**src/rtl/riscv_decode_queue.sv**
```systemverilog
// Multi-lane decode buffer between fetch and issue, with a per-lane instruction decoder.
// Optional same-cycle forwarding when empty: define DECODE_QUEUE_BYPASS_EN.

module riscv_decoder (
    input  logic        valid,
    input  logic        fault_in,
    input  logic        en_muldiv,
    input  logic [31:0] instr,
    output logic [7:0]  flags
);
    // Flag layout {invalid,rd_valid,csr,div,mul,branch,lsu,exec}; all zero when not valid.
    always_comb begin
        flags = 8'h00;
        if (!valid) begin
            flags = 8'h00;
        end else if (fault_in) begin
            flags = 8'h80;
        end else begin
            case (instr[6:0])
                7'b0110111, 7'b0010111, 7'b0010011: flags = 8'h41;
                7'b0110011: begin
                    if (instr[31:25] == 7'b0000001) begin
                        if (en_muldiv) begin
                            flags = instr[14] ? 8'h50 : 8'h48;
                        end else begin
                            flags = 8'h80;
                        end
                    end else if ((instr[31:25] == 7'b0000000) || (instr[31:25] == 7'b0100000)) begin
                        flags = 8'h41;
                    end else begin
                        flags = 8'h80;
                    end
                end
                7'b1101111, 7'b1100111: flags = 8'h44;
                7'b1100011:             flags = 8'h04;
                7'b0000011:             flags = 8'h42;
                7'b0100011:             flags = 8'h02;
                7'b1110011:             flags = (instr[14:12] != 3'b000) ? 8'h60 : 8'h01;
                7'b0001111:             flags = 8'h01;
                default:                flags = 8'h80;
            endcase
        end
    end
endmodule

module riscv_decode_queue #(
    parameter int LANES          = 2,
    parameter int DEPTH          = 4,
    parameter int SUPPORT_MULDIV = 1
) (
    input  logic                      clk,
    input  logic                      rst_n,
    input  logic [LANES-1:0]          in_valid,
    input  logic [32*LANES-1:0]       in_instr,
    input  logic [32*LANES-1:0]       in_pc,
    input  logic [LANES-1:0]          in_fault_fetch,
    input  logic [LANES-1:0]          in_fault_page,
    output logic                      in_accept,
    input  logic                      squash,
    output logic [LANES-1:0]          out_valid,
    output logic [32*LANES-1:0]       out_instr,
    output logic [32*LANES-1:0]       out_pc,
    output logic [LANES-1:0]          out_fault_fetch,
    output logic [LANES-1:0]          out_fault_page,
    output logic [8*LANES-1:0]        out_flags,
    input  logic [LANES-1:0]          out_accept,
    output logic [$clog2(DEPTH+1)-1:0] occupancy
);
    localparam int PW = $clog2(DEPTH);
    localparam int CW = $clog2(DEPTH+1);
    localparam logic [CW-1:0] ACC_LIMIT = CW'(DEPTH - LANES);
    localparam logic MULDIV_EN = (SUPPORT_MULDIV != 0);

    function automatic logic [CW-1:0] lead_ones(input logic [LANES-1:0] m);
        logic [CW-1:0] n;
        logic          run;
        n   = '0;
        run = 1'b1;
        for (int k = 0; k < LANES; k++) begin
            if (run && m[k]) begin
                n = n + CW'(1);
            end else begin
                run = 1'b0;
            end
        end
        return n;
    endfunction

    logic [PW-1:0] rd_ptr_r, wr_ptr_r;
    logic [CW-1:0] count_r;
    logic [31:0]   instr_mem_r [DEPTH];
    logic [31:0]   pc_mem_r    [DEPTH];
    logic [DEPTH-1:0] ff_mem_r, fp_mem_r;

    logic [CW-1:0] push_n_s, push_eff_s, pop_n_s, skip_s;
    logic          accept_s, bypass_s;
    logic [LANES-1:0] wr_en_s;
    logic [PW-1:0]    wr_idx_s [LANES];
    logic [PW-1:0]    rd_idx_s [LANES];

    // Admission, lane presentation (storage or forwarded input) and pop/write bookkeeping.
    always_comb begin
        push_n_s   = lead_ones(in_valid);
        accept_s   = !rst_n && !squash && (count_r <= ACC_LIMIT);
        push_eff_s = accept_s ? push_n_s : '0;
`ifdef DECODE_QUEUE_BYPASS_EN
        bypass_s   = (count_r == '0) && !squash && !rst_n;
`else
        bypass_s   = 1'b0;
`endif
        out_valid       = '0;
        out_instr       = '0;
        out_pc          = '0;
        out_fault_fetch = '0;
        out_fault_page  = '0;
        for (int k = 0; k < LANES; k++) begin
            rd_idx_s[k] = rd_ptr_r + PW'(k);
            if (bypass_s) begin
                out_valid[k]         = (CW'(k) < push_n_s);
                out_fault_fetch[k]   = in_fault_fetch[k];
                out_fault_page[k]    = in_fault_page[k];
                out_pc[32*k +: 32]   = in_pc[32*k +: 32];
                out_instr[32*k +: 32] = (in_fault_fetch[k] | in_fault_page[k]) ? 32'h0 : in_instr[32*k +: 32];
            end else begin
                out_valid[k]         = (count_r > CW'(k));
                out_fault_fetch[k]   = ff_mem_r[rd_idx_s[k]];
                out_fault_page[k]    = fp_mem_r[rd_idx_s[k]];
                out_pc[32*k +: 32]   = pc_mem_r[rd_idx_s[k]];
                out_instr[32*k +: 32] = instr_mem_r[rd_idx_s[k]];
            end
        end
        pop_n_s = lead_ones(out_accept & out_valid);
        skip_s  = bypass_s ? pop_n_s : '0;
        for (int k = 0; k < LANES; k++) begin
            wr_en_s[k]  = accept_s && (CW'(k) < push_n_s) && (CW'(k) >= skip_s);
            wr_idx_s[k] = wr_ptr_r + PW'(k) - PW'(skip_s);
        end
    end

    // Queue state: async clear, squash flush, else concurrent push and pop.
    always_ff @(posedge clk or posedge rst_n) begin
        if (rst_n) begin
            rd_ptr_r <= '0;
            wr_ptr_r <= '0;
            count_r  <= '0;
            ff_mem_r <= '0;
            fp_mem_r <= '0;
            for (int i = 0; i < DEPTH; i++) begin
                instr_mem_r[i] <= 32'h0;
                pc_mem_r[i]    <= 32'h0;
            end
        end else if (squash) begin
            rd_ptr_r <= '0;
            wr_ptr_r <= '0;
            count_r  <= '0;
        end else begin
            for (int k = 0; k < LANES; k++) begin
                if (wr_en_s[k]) begin
                    instr_mem_r[wr_idx_s[k]] <= (in_fault_fetch[k] | in_fault_page[k]) ? 32'h0 : in_instr[32*k +: 32];
                    pc_mem_r[wr_idx_s[k]]    <= in_pc[32*k +: 32];
                    ff_mem_r[wr_idx_s[k]]    <= in_fault_fetch[k];
                    fp_mem_r[wr_idx_s[k]]    <= in_fault_page[k];
                end
            end
            wr_ptr_r <= wr_ptr_r + PW'(push_eff_s - skip_s);
            rd_ptr_r <= rd_ptr_r + (bypass_s ? PW'(0) : PW'(pop_n_s));
            count_r  <= count_r + push_eff_s - pop_n_s;
        end
    end

    assign in_accept = accept_s;
    assign occupancy = count_r;

    for (genvar k = 0; k < LANES; k++) begin : g_dec
        riscv_decoder u_dec (
            .valid     (out_valid[k]),
            .fault_in  (out_fault_page[k] | out_fault_fetch[k]),
            .en_muldiv (MULDIV_EN),
            .instr     (out_instr[32*k +: 32]),
            .flags     (out_flags[8*k +: 8])
        );
    end
endmodule

```
**config.mk**
```make
export PLATFORM = sky130hd
export DESIGN_NAME = riscv_decode_queue
export DESIGN_NICKNAME = d
export VERILOG_FILES = /design/src/rtl/riscv_decode_queue.sv
export SDC_FILE = /design/constraint.sdc
export NUM_CORES = 1
export LEC_CHECK = 0
export CAP_MARGIN = 25
export CORE_ASPECT_RATIO = 1.2
export CORE_MARGIN = 10
export CORE_UTILIZATION = 30
export DETAILED_ROUTE_END_ITERATION = 10
export PLACE_DENSITY = 0.54
export SYNTH_ARGS = -nofsm -noshare
export SYNTH_HDL_FRONTEND = slang
export SYNTH_SLANG_ARGS = --single-unit
```
**constraint.sdc**
```tcl
create_clock -name clk -period 15.6 [get_ports clk]
set_input_delay 1.56 -clock clk [delete_from_list [all_inputs] [get_ports clk]]
set_output_delay 1.56 -clock clk [all_outputs]
set_load 0.02 [all_outputs]
```
==> impl_results.rst, run 1 <==
.. list-table::
   :header-rows: 1

   * - Metric
     - Value
   * - Beginning of the worst register-to-register path
     - occupancy[0]
   * - Post-Syn Instances
     - 1411
   * - Endpoint class of the critical path
     - output pin
   * - Via total after detailed routing
     - 13600
   * - Relative area change from synthesis to final layout
     - 30.4%
   * - Global-route track usage on met1
     - 24.6%
   * - Post-Route Hold Slack
     - 0.512 ns
   * - Count of different cell masters after synthesis
     - 63
   * - Cell count after placement
     - 2236
   * - Number of global-route vias before repair
     - 14300
   * - Count of buffers added by post-CTS timing repair for setup
     - 0
   * - Routed len/inst
     - 25.7 um
   * - GRT Total Usage
     - 19.3%
   * - Via-per-instance ratio
     - 5.91
   * - Netlist area before placement
     - 0.0152 mm2
   * - Hold Crit Start
     - pc_mem_r[0]
   * - Input/output buffers
     - 292
   * - Count of antenna-violating nets left after detailed routing
     - 0
   * - Number of sinks driven by the clock tree
     - 271
   * - Starting Density
     - 30.2%
   * - Vertical extent of the die
     - 266 um
   * - Met3 track demand over resource
     - 4.27%
   * - Overall power consumption
     - 4.46 mW
   * - Number of iterations in the first detailed-routing pass
     - 5
   * - Cells resized by post-CTS repair
     - 0
   * - Share of Yosys cell area claimed by the top area cell type
     - 44.7%
   * - Count of cells along the worst register-to-register path
     - 7
   * - Pin count of the biggest net entering global routing
     - 78
   * - Largest vdd supply drop
     - 0.123 mV
   * - Drt total wl
     - 59100 um
   * - CP Class
     - flop to output pin
   * - Worst-margin pin slew
     - 1.08 ns
   * - Most used routing layer
     - met2
   * - Wire length of the first global-routing pass
     - 90400 um
   * - Hold_buf cts
     - 0
   * - Minimum period implied by the final worst setup slack
     - 6.42 ns
   * - Count of routing violations after the opening detailed-route iteration
     - 1364
   * - Top cells by instance count after synthesis
     - sky130_fd_sc_hd__nor2_1 (352), sky130_fd_sc_hd__dfrtp_1 (271), sky130_fd_sc_hd__o22ai_1 (136)
   * - Clock edge transition at the registers on the reported setup and hold paths
     - 0.06 ns
   * - Clock root buffer
     - sky130_fd_sc_hd__clkbuf_16
   * - Setup TNS
     - 0 ns
   * - Sequential area share after synthesis
     - 44.7%
   * - CP arrival
     - 4.86 ns
   * - Final core occ
     - 39.4%
   * - Most area-hungry cell type in the Yosys netlist
     - sky130_fd_sc_hd__dfrtp_1
   * - Initial antenna violation count
     - 6
   * - Net count reported at finish
     - 1778
   * - Rel. slew slack
     - 27.8%
   * - Path type of the worst min-delay path
     - flop to flop
   * - Result of the run
     - completed
   * - Critical Path RT
     - 14.04 ns
   * - Number of clock buffers inserted by TritonCTS
     - 34
   * - Hold-critical path depth
     - 2
   * - Core region area
     - 0.0502 mm2
   * - Synthesized area per cell
     - 10.8 um2
   * - Max Slew Vio Count
     - 0
   * - Synthesis Warnings
     - 0
   * - Area enclosed by the die boundary
     - 0.0600 mm2
   * - Kind of launch point of the worst setup path
     - flop
   * - Final setup violating endpoints
     - 0
   * - Overflow after GRT
     - 0
   * - Post-Syn Nets
     - 1556
   * - Largest cells by area after synthesis
     - sky130_fd_sc_hd__dfrtp_1 (45%), sky130_fd_sc_hd__mux4_2 (19%), sky130_fd_sc_hd__nor2_1 (8.7%), sky130_fd_sc_hd__a221oi_1 (7.4%), sky130_fd_sc_hd__o22ai_1 (5.6%)
   * - Die Wd
     - 225 um
   * - Count of standard-cell rows
     - 90
   * - Worst clock skew
     - 0.0167 ns
   * - Worst setup path startpoint
     - rd_ptr_r[0]
   * - Drc violations
     - 0
   * - Power per unit of standard cell area
     - 225 mW/mm2
   * - RD Place Congestion
     - 0.801
   * - Post-synth EDFFs
     - 0
   * - Highest fanout seen on the critical path
     - 54
   * - Number of flip-flops and latches in the synthesized netlist
     - 271
   * - Fraction of layout instances using a drive strength above 1
     - 14.0%
   * - Share of flip-flops with an asynchronous set or reset after synthesis
     - 100%
   * - Final Hold Fails
     - 0
   * - H-tree level count
     - 2
   * - Static Leakage
     - 7.55 nW
   * - Dominant synthesized flop cell
     - sky130_fd_sc_hd__dfrtp_1
   * - Fin crit share
     - 41.2%
   * - Maximum Capacitance Violations
     - 0
   * - CTS tree
     - built
   * - Number of primary I/O pins
     - 293
   * - Clk Latency, worst-skew pair
     - 0.52 ns
   * - Most common cell in the synthesized netlist
     - sky130_fd_sc_hd__nor2_1
   * - Met2 routing resource usage after global routing
     - 31.9%
   * - Clock buffer depth
     - 3
   * - Unrepaired setup endpoints after global routing
     - no
   * - Detailed placer's ending HPWL
     - 37200 um
   * - Peak Freq
     - 0.156 GHz
   * - Final instance count without filler cells
     - 2302
worst max-delay path, cell delays in order, from the launching register on:
cell and delay [ns]:
sky130_fd_sc_hd__dfrtp_4 0.88, sky130_fd_sc_hd__buf_4 0.82, sky130_fd_sc_hd__mux4_2 0.65, sky130_fd_sc_hd__nor4_1 0.57
sky130_fd_sc_hd__nand4b_1 0.30, sky130_fd_sc_hd__a21o_1 0.24, sky130_fd_sc_hd__a31oi_1 0.19, sky130_fd_sc_hd__clkdlybuf4s50_1 0.64
stage by stage:
stage	worst slack [ns]	cell area, um2
finish	9.18	19800
global route	8.85	19800
CTS	9.08	19700
detailed placement	9.63	18600
global placement	9.68	18600
floorplan	6.57	15200
power by group:
group / internal (mW) / switching, mW
clock: 0.488 / 0.312
combinational: 1.20 / 1.18
sequential: 1.01 / 0.273
routing by layer:
metal / part of all wire, % / vias up / wire, um
met3: 7.3 / 118 / 4290
met4: 2.6 / 10 / 1550
met5: 0.10 / - / 62
met1: 41 / 7012 / 24400
li1: - / 5851 / -
met2: 49 / 624 / 28700
sequential cells by signal, summed over array words and instances, names as in the netlist:
signal,count
wr_ptr_r,2
fp_mem_r,4
pc_mem_r,128
instr_mem_r,128
ff_mem_r,4
rd_ptr_r,2
occupancy,3
worst paths after layout:
check                                   to  slack, ns
max                           out_flags[6]       9.18
min                            pc_mem_r[0]       0.51
max reg2reg                instr_mem_r[47]      11.89
min reg2reg                    pc_mem_r[0]       0.51
max in group asynchronous     pc_mem_r[13]      11.91
min in group asynchronous     occupancy[0]       1.53
layout make-up:
class | count | area (um2)
Fill cell | 4854 | 30400
Clock inverter | 5 | 78.8
Sequential cell | 271 | 6790
Timing Repair Buffer | 318 | 3190
Multi-Input combinational cell | 995 | 7840
Antenna cell | 2 | 5.00
Inverter | 13 | 56.3
Clock buffer | 54 | 1040
Tap cell | 644 | 806
logic make-up after synthesis:
group                      synth area share [%]
and+or+nand+nor                            16.0
xor gates and xnor gates                  0.404
buffers and inverters                      4.27
DFF                                        44.7
adders and majority gates                 0.594
muxes                                      19.6
AOI/OAI and AO/OA                          14.4
layout by cell type (no fill, tap or decap), types with 4 or more instances in the layout:
master                            netlist  layout
sky130_fd_sc_hd__inv_1                 13      12
sky130_fd_sc_hd__clkbuf_8               0       9
sky130_fd_sc_hd__clkbuf_16              0      35
sky130_fd_sc_hd__o22ai_1              136     136
sky130_fd_sc_hd__xnor2_1                5       5
sky130_fd_sc_hd__nor2_1               352     347
sky130_fd_sc_hd__nor3_1                69      69
sky130_fd_sc_hd__mux4_2               130     130
sky130_fd_sc_hd__buf_4                  6      21
sky130_fd_sc_hd__dfrtp_1              271     269
sky130_fd_sc_hd__ha_1                   4       4
sky130_fd_sc_hd__nand2b_1               6       6
sky130_fd_sc_hd__nand2_1               78      78
sky130_fd_sc_hd__a21oi_1                5       5
sky130_fd_sc_hd__clkbuf_1              64      10
sky130_fd_sc_hd__buf_12                 0       4
sky130_fd_sc_hd__nor4_1                 6       6
sky130_fd_sc_hd__clkdlybuf4s50_1        0     292
sky130_fd_sc_hd__a221oi_1             128     128
sky130_fd_sc_hd__nor2_4                 1       6
Power figures use the tool's default switching activity.
==> run 2, diff against run 1 <==
--- a/config.mk
+++ b/config.mk
@@ -10,7 +10,7 @@
 export CORE_MARGIN = 10
 export CORE_UTILIZATION = 30
 export DETAILED_ROUTE_END_ITERATION = 10
-export PLACE_DENSITY = 0.54
+export PLACE_DENSITY = 0.56
 export SYNTH_ARGS = -nofsm -noshare
 export SYNTH_HDL_FRONTEND = slang
 export SYNTH_SLANG_ARGS = --single-unit
==> constraint.sdc (replaced) <==
create_clock -name clk -period 5.6 [get_ports clk]
set_input_delay 0.56 -clock clk [delete_from_list [all_inputs] [get_ports clk]]
set_output_delay 0.56 -clock clk [all_outputs]
set_load 0.02 [all_outputs]
==> run 2 against run 1 <==
Compared with the run above: critical path type unchanged; clock-buffer cell count down 5; global-route usage shrank 0.24 points; clock power rose to 2.6 times the previous value; first-iteration DRC count is 8.0% lower; combinational power grew to 2.8 times the previous value; non-clock buffer count up 1; worst hold slack better by 0.0078 ns; sequential share of layout area increased by 0.10 points.
==> impl_results.rst, run 2 (synthesized netlist as in run 1, its figures left out) <==
.. list-table::
   :header-rows: 1

   * - Metric
     - Value
   * - Area enclosed by the die boundary
     - 0.0600 mm2
   * - Post-Route Hold Slack
     - 0.519 ns
   * - Unrepaired setup endpoints after global routing
     - no
   * - Starting Density
     - 30.2%
   * - Count of standard-cell rows
     - 90
   * - Fin crit share
     - 81.7%
   * - Count of cells along the worst register-to-register path
     - 7
   * - Commonest cells after routing, fill and taps aside
     - sky130_fd_sc_hd__nor2_1 (347), sky130_fd_sc_hd__clkdlybuf4s50_1 (292), sky130_fd_sc_hd__dfrtp_1 (269)
   * - Overflow after GRT
     - 0
   * - Power per unit of standard cell area
     - 623 mW/mm2
   * - Result of the run
     - completed
   * - RD Place Congestion
     - 0.810
   * - Number of inserted filler cells in the final layout
     - 4882
   * - GRT Total Usage
     - 19.1%
   * - Number of iterations in the first detailed-routing pass
     - 5
   * - Count of buffers added by post-CTS timing repair for setup
     - 0
   * - Endpoint class of the critical path
     - output pin
   * - Number of global-route vias before repair
     - 13900
   * - CTS tree
     - built
   * - Endpoint of the worst hold path
     - ff_mem_r[1]
   * - Largest vdd supply drop
     - 0.376 mV
   * - Worst slack after detailed placement
     - 1.59 ns
   * - Hold_buf cts
     - 0
   * - CP Class
     - flop to output pin
   * - Kind of launch point of the worst setup path
     - flop
   * - Rel. slew slack
     - 29.5%
   * - Maximum Capacitance Violations
     - 0
   * - Worst clock skew
     - 0.0122 ns
   * - Highest fanout seen on the critical path
     - 30
   * - Fraction of layout instances using a drive strength above 1
     - 14.3%
   * - Worst-margin pin slew
     - 1.06 ns
   * - Die Wd
     - 225 um
   * - Detailed placer's ending HPWL
     - 38100 um
   * - Overall power consumption
     - 12.3 mW
   * - Beginning of the worst register-to-register path
     - occupancy[1]
   * - Clk Latency, worst-skew pair
     - 0.58 ns
   * - Setup TNS
     - 0 ns
   * - Drc violations
     - 0
   * - Max Slew Vio Count
     - 0
   * - Registers with the most flip-flops
     - instr_mem_r (128), pc_mem_r (128)
   * - Wire length of the first global-routing pass
     - 89000 um
   * - Final Hold Fails
     - 0
   * - Pin count of the biggest net entering global routing
     - 157
   * - Clock root buffer
     - sky130_fd_sc_hd__clkbuf_16
   * - Number of primary I/O pins
     - 293
   * - Vertical extent of the die
     - 266 um
   * - Number of sinks driven by the clock tree
     - 271
   * - Number of clock buffers inserted by TritonCTS
     - 31
   * - Core region area
     - 0.0502 mm2
   * - Peak Freq
     - 0.219 GHz
   * - Routed len/inst
     - 25.7 um
   * - Hold-critical path depth
     - 2
   * - Via total after detailed routing
     - 13700
   * - Critical Path RT
     - 5.04 ns
   * - Worst flop-to-flop path endpoint
     - instr_mem_r[111]
   * - Setup slack on the worst flop-to-flop path
     - 2.42 ns
   * - Net count reported at finish
     - 1776
   * - Cells resized by post-CTS repair
     - 0
   * - Final instance count without filler cells
     - 2301
   * - Input/output buffers
     - 292
   * - Clock buffer depth
     - 3
   * - CP arrival
     - 4.01 ns
   * - Clock edge transition at the registers on the reported setup and hold paths
     - 0.06 ns
   * - Relative area change from synthesis to final layout
     - 30.0%
   * - Path type of the worst min-delay path
     - flop to flop
   * - Count of routing violations after the opening detailed-route iteration
     - 1255
   * - H-tree level count
     - 1
   * - Commonest non-fill, non-tap cell in the layout
     - sky130_fd_sc_hd__nor2_1
   * - Via-per-instance ratio
     - 5.93
   * - Final setup violating endpoints
     - 0
   * - Static Leakage
     - 7.52 nW
   * - Hold Crit Start
     - ff_mem_r[1]
   * - Drt total wl
     - 59200 um
   * - Worst Setup Slack, final
     - 1.03 ns
   * - Initial antenna violation count
     - 10
   * - Count of antenna-violating nets left after detailed routing
     - 0
   * - Cell count after placement
     - 2242
   * - Minimum period implied by the final worst setup slack
     - 4.57 ns
-- run 2: routing by layer --
| layer | track usage, % | up-vias | part of all wire (%) |
|---|---|---|---|
| li1 | - | 5857 | - |
| met1 | 24.2 | 6951 | 39 |
| met2 | 31.6 | 722 | 49 |
| met3 | 4.58 | 107 | 9.3 |
| met4 | 5.90 | 14 | 2.6 |
| met5 | 0 | - | 0.13 |
-- run 2: final cells by class --
class / instances / area, um2 / share of cell area [%]
flip-flops and latches: 271 / 6790 / 34.4
clock buffers: 49 / 953 / 4.83
multi-input cells: 995 / 7850 / 39.8
repair buffers: 319 / 3220 / 16.3
clock inverters: 7 / 66.3 / 0.336
well taps: 644 / 806 / 4.08
inverters: 13 / 52.6 / 0.266
diodes: 3 / 7.51 / 0.0380
-- run 2: power by group --
part           total [mW]  switching (mW)  internal, mW
Sequential           3.57           0.754          2.81
Clock                2.06           0.855          1.20
Combinational        6.68            3.32          3.35
Total                12.3            4.93          7.37
-- run 2: stage by stage --
| step | cell area (um2) | utilization (%) |
|---|---|---|
| floorplan | 15200 | - |
| global placement | 18600 | 37.1 |
| detailed placement | 18700 | 37.3 |
| CTS | 19700 | 39.3 |
| global route | 19700 | 39.3 |
| finish | 19700 | 39.3 |
-- run 2: worst max-delay path: stages, from the launching register on --
cell and delay (ns):
sky130_fd_sc_hd__dfrtp_4 0.69, sky130_fd_sc_hd__buf_4 0.53, sky130_fd_sc_hd__mux4_2 0.40, sky130_fd_sc_hd__or4_4 0.57, sky130_fd_sc_hd__nor2_4 0.16, sky130_fd_sc_hd__nand3_1 0.12
sky130_fd_sc_hd__a311oi_2 0.29, sky130_fd_sc_hd__clkdlybuf4s50_1 0.65
-- run 2: worst max-delay path by stage --
stage                      from       endpoint  slack, ns  cells after the start
finish              rd_ptr_r[0]  out_flags[14]       1.03                      7
detailed placement  rd_ptr_r[0]  out_flags[14]       1.59                      7
global placement    rd_ptr_r[0]  out_flags[14]       1.65                      7
global route        rd_ptr_r[0]   out_flags[0]       0.78                      7
CTS                 rd_ptr_r[0]  out_flags[14]       0.96                      7
floorplan                 rst_n    ff_mem_r[0]       1.46                      1
==> patch, RTL diff (config.mk and constraints of run 1) <==
`LANES`: 2 -> 4.
--- a/src/rtl/riscv_decode_queue.sv
+++ b/src/rtl/riscv_decode_queue.sv
@@ -45,5 +45,5 @@
 
 module riscv_decode_queue #(
-    parameter int LANES          = 2,
+    parameter int LANES          = 4,
     parameter int DEPTH          = 4,
     parameter int SUPPORT_MULDIV = 1
Interface: changed (12 resized); port bits go from 293 to 579. No check against the original RTL was run, so the function may have changed too.
==> patch against run 1 <==
  * Final area is 72% higher
  * Via count is 100% higher
  * First-iteration DRC count is 120% higher
  * Setup slack worse by 0.49 ns
  * Synthesized cell count is 92% higher
  * Largest power group unchanged
  * Critical endpoint is now out_flags[29]
  * Non-clock buffer count is 321 higher
  * Clock skew is 0.0072 ns higher
  * Synthesized area is 74% higher
  * Wire length is 130% higher
  * Total power is 41% higher
  * Count of clock-buffer cells in the layout is 1 lower
  * Largest cell class unchanged
  * Sequential cell count stayed put
==> patch: results (changes against run 1) <==
| Metric | Value |
|---|---|
| Inserted Clock Buffers | `37 (was 34)` |
| Sw Share | `0.442 (was 0.395)` |
| DP Wirelength | `92000 um (was 37200 um)` |
| Met3 routed WL | `13000 um (was 4290 um)` |
| Reg-to-reg critical path startpoint | `wr_ptr_r[1]$_DFF_PP0_ (was occupancy[0]$_DFF_PP0_)` |
| Final wirelength | `138000 um (was 59100 um)` |
| Met1 usage | `0.308 (was 0.246)` |
| Synth Area in Compound Gates | `0.267 (was 0.144)` |
| Placer congestion estimate | `0.887 (was 0.801)` |
| Worst Reg-to-Reg Cells | `5 (was 7)` |
| Gr usage total | `0.261 (was 0.193)` |
| GRT met3 Usage | `0.0723 (was 0.0427)` |
| Syn Area/Cell | `9.77 um2 (was 10.8 um2)` |
| First-pass GRT wire length | `200000 um (was 90400 um)` |
| FF+latch area | `6790 um2 (about the same)` |
| Multi-input gate count | `2078 (was 995)` |
| Number of global-route vias before repair | `27226 (was 14283)` |
| Vias per cell | `6.52 (was 5.91)` |
| Worst Clk Skew | `0.0239 ns (was 0.0167 ns)` |
| Status | `completed (unchanged)` |
| Synth Area in XOR/XNOR | `0.00199 (was 0.00404)` |
| Synth Area in Adders | `0.00436 (was 0.00594)` |
| Slowest cell on crit path | `buf_4 (was dfrtp_4)` |
| Post-Syn Instances | `2704 (was 1411)` |
| FILL cells | `8689 (was 4854)` |
| Placed insts | `4160 (was 2236)` |
| Signal inverters | `25 (was 13)` |
| Clock buf count | `53 (was 54)` |
| ANT cells | `11 (was 2)` |
| Reg2reg setup slack | `11.76 ns (was 11.89 ns)` |
| Max incr delay on CP | `0.81 ns (was 0.88 ns)` |
| Final-layout clock-cell area share | `0.0360 (was 0.0564)` |
| Synth cell types | `76 (was 63)` |
| WL met1 | `51800 um (was 24400 um)` |
| Sequential Power | `0.00140 W (was 0.00128 W)` |
| Initial drt markers | `2946 (was 1364)` |
| Reg2reg end | `pc_mem_r[64]$_DFFE_PP0N_ (was instr_mem_r[47]$_DFFE_PP0N_)` |
| Maximum VDD drop | `113 uV (was 123 uV)` |
| Clock share of power | `0.144 (was 0.179)` |
-- patch: changes by cell type after synthesis, sizes merged, moves of 133 or more --
cell / change
a21oi: +269
nor2b: +144
o22ai: -133
nand2: +192
nor2: -315
clkbuf: +151
-- patch: how the worst min path moves through the flow --
stage / start / to / slack (ns) / cells after the start
after global placement: instr_mem_r[0]$_DFFE_PP0N_ / instr_mem_r[0]$_DFFE_PP0N_ / 0.56 / 2
after detailed placement: instr_mem_r[0]$_DFFE_PP0N_ / instr_mem_r[0]$_DFFE_PP0N_ / 0.56 / 2
after floorplan: instr_mem_r[25]$_DFFE_PP0N_ / instr_mem_r[25]$_DFFE_PP0N_ / 0.50 / 2
after CTS: instr_mem_r[0]$_DFFE_PP0N_ / instr_mem_r[0]$_DFFE_PP0N_ / 0.58 / 2
final: instr_mem_r[0]$_DFFE_PP0N_ / instr_mem_r[0]$_DFFE_PP0N_ / 0.59 / 2
after global routing: instr_mem_r[26]$_DFFE_PP0N_ / instr_mem_r[26]$_DFFE_PP0N_ / 0.62 / 2
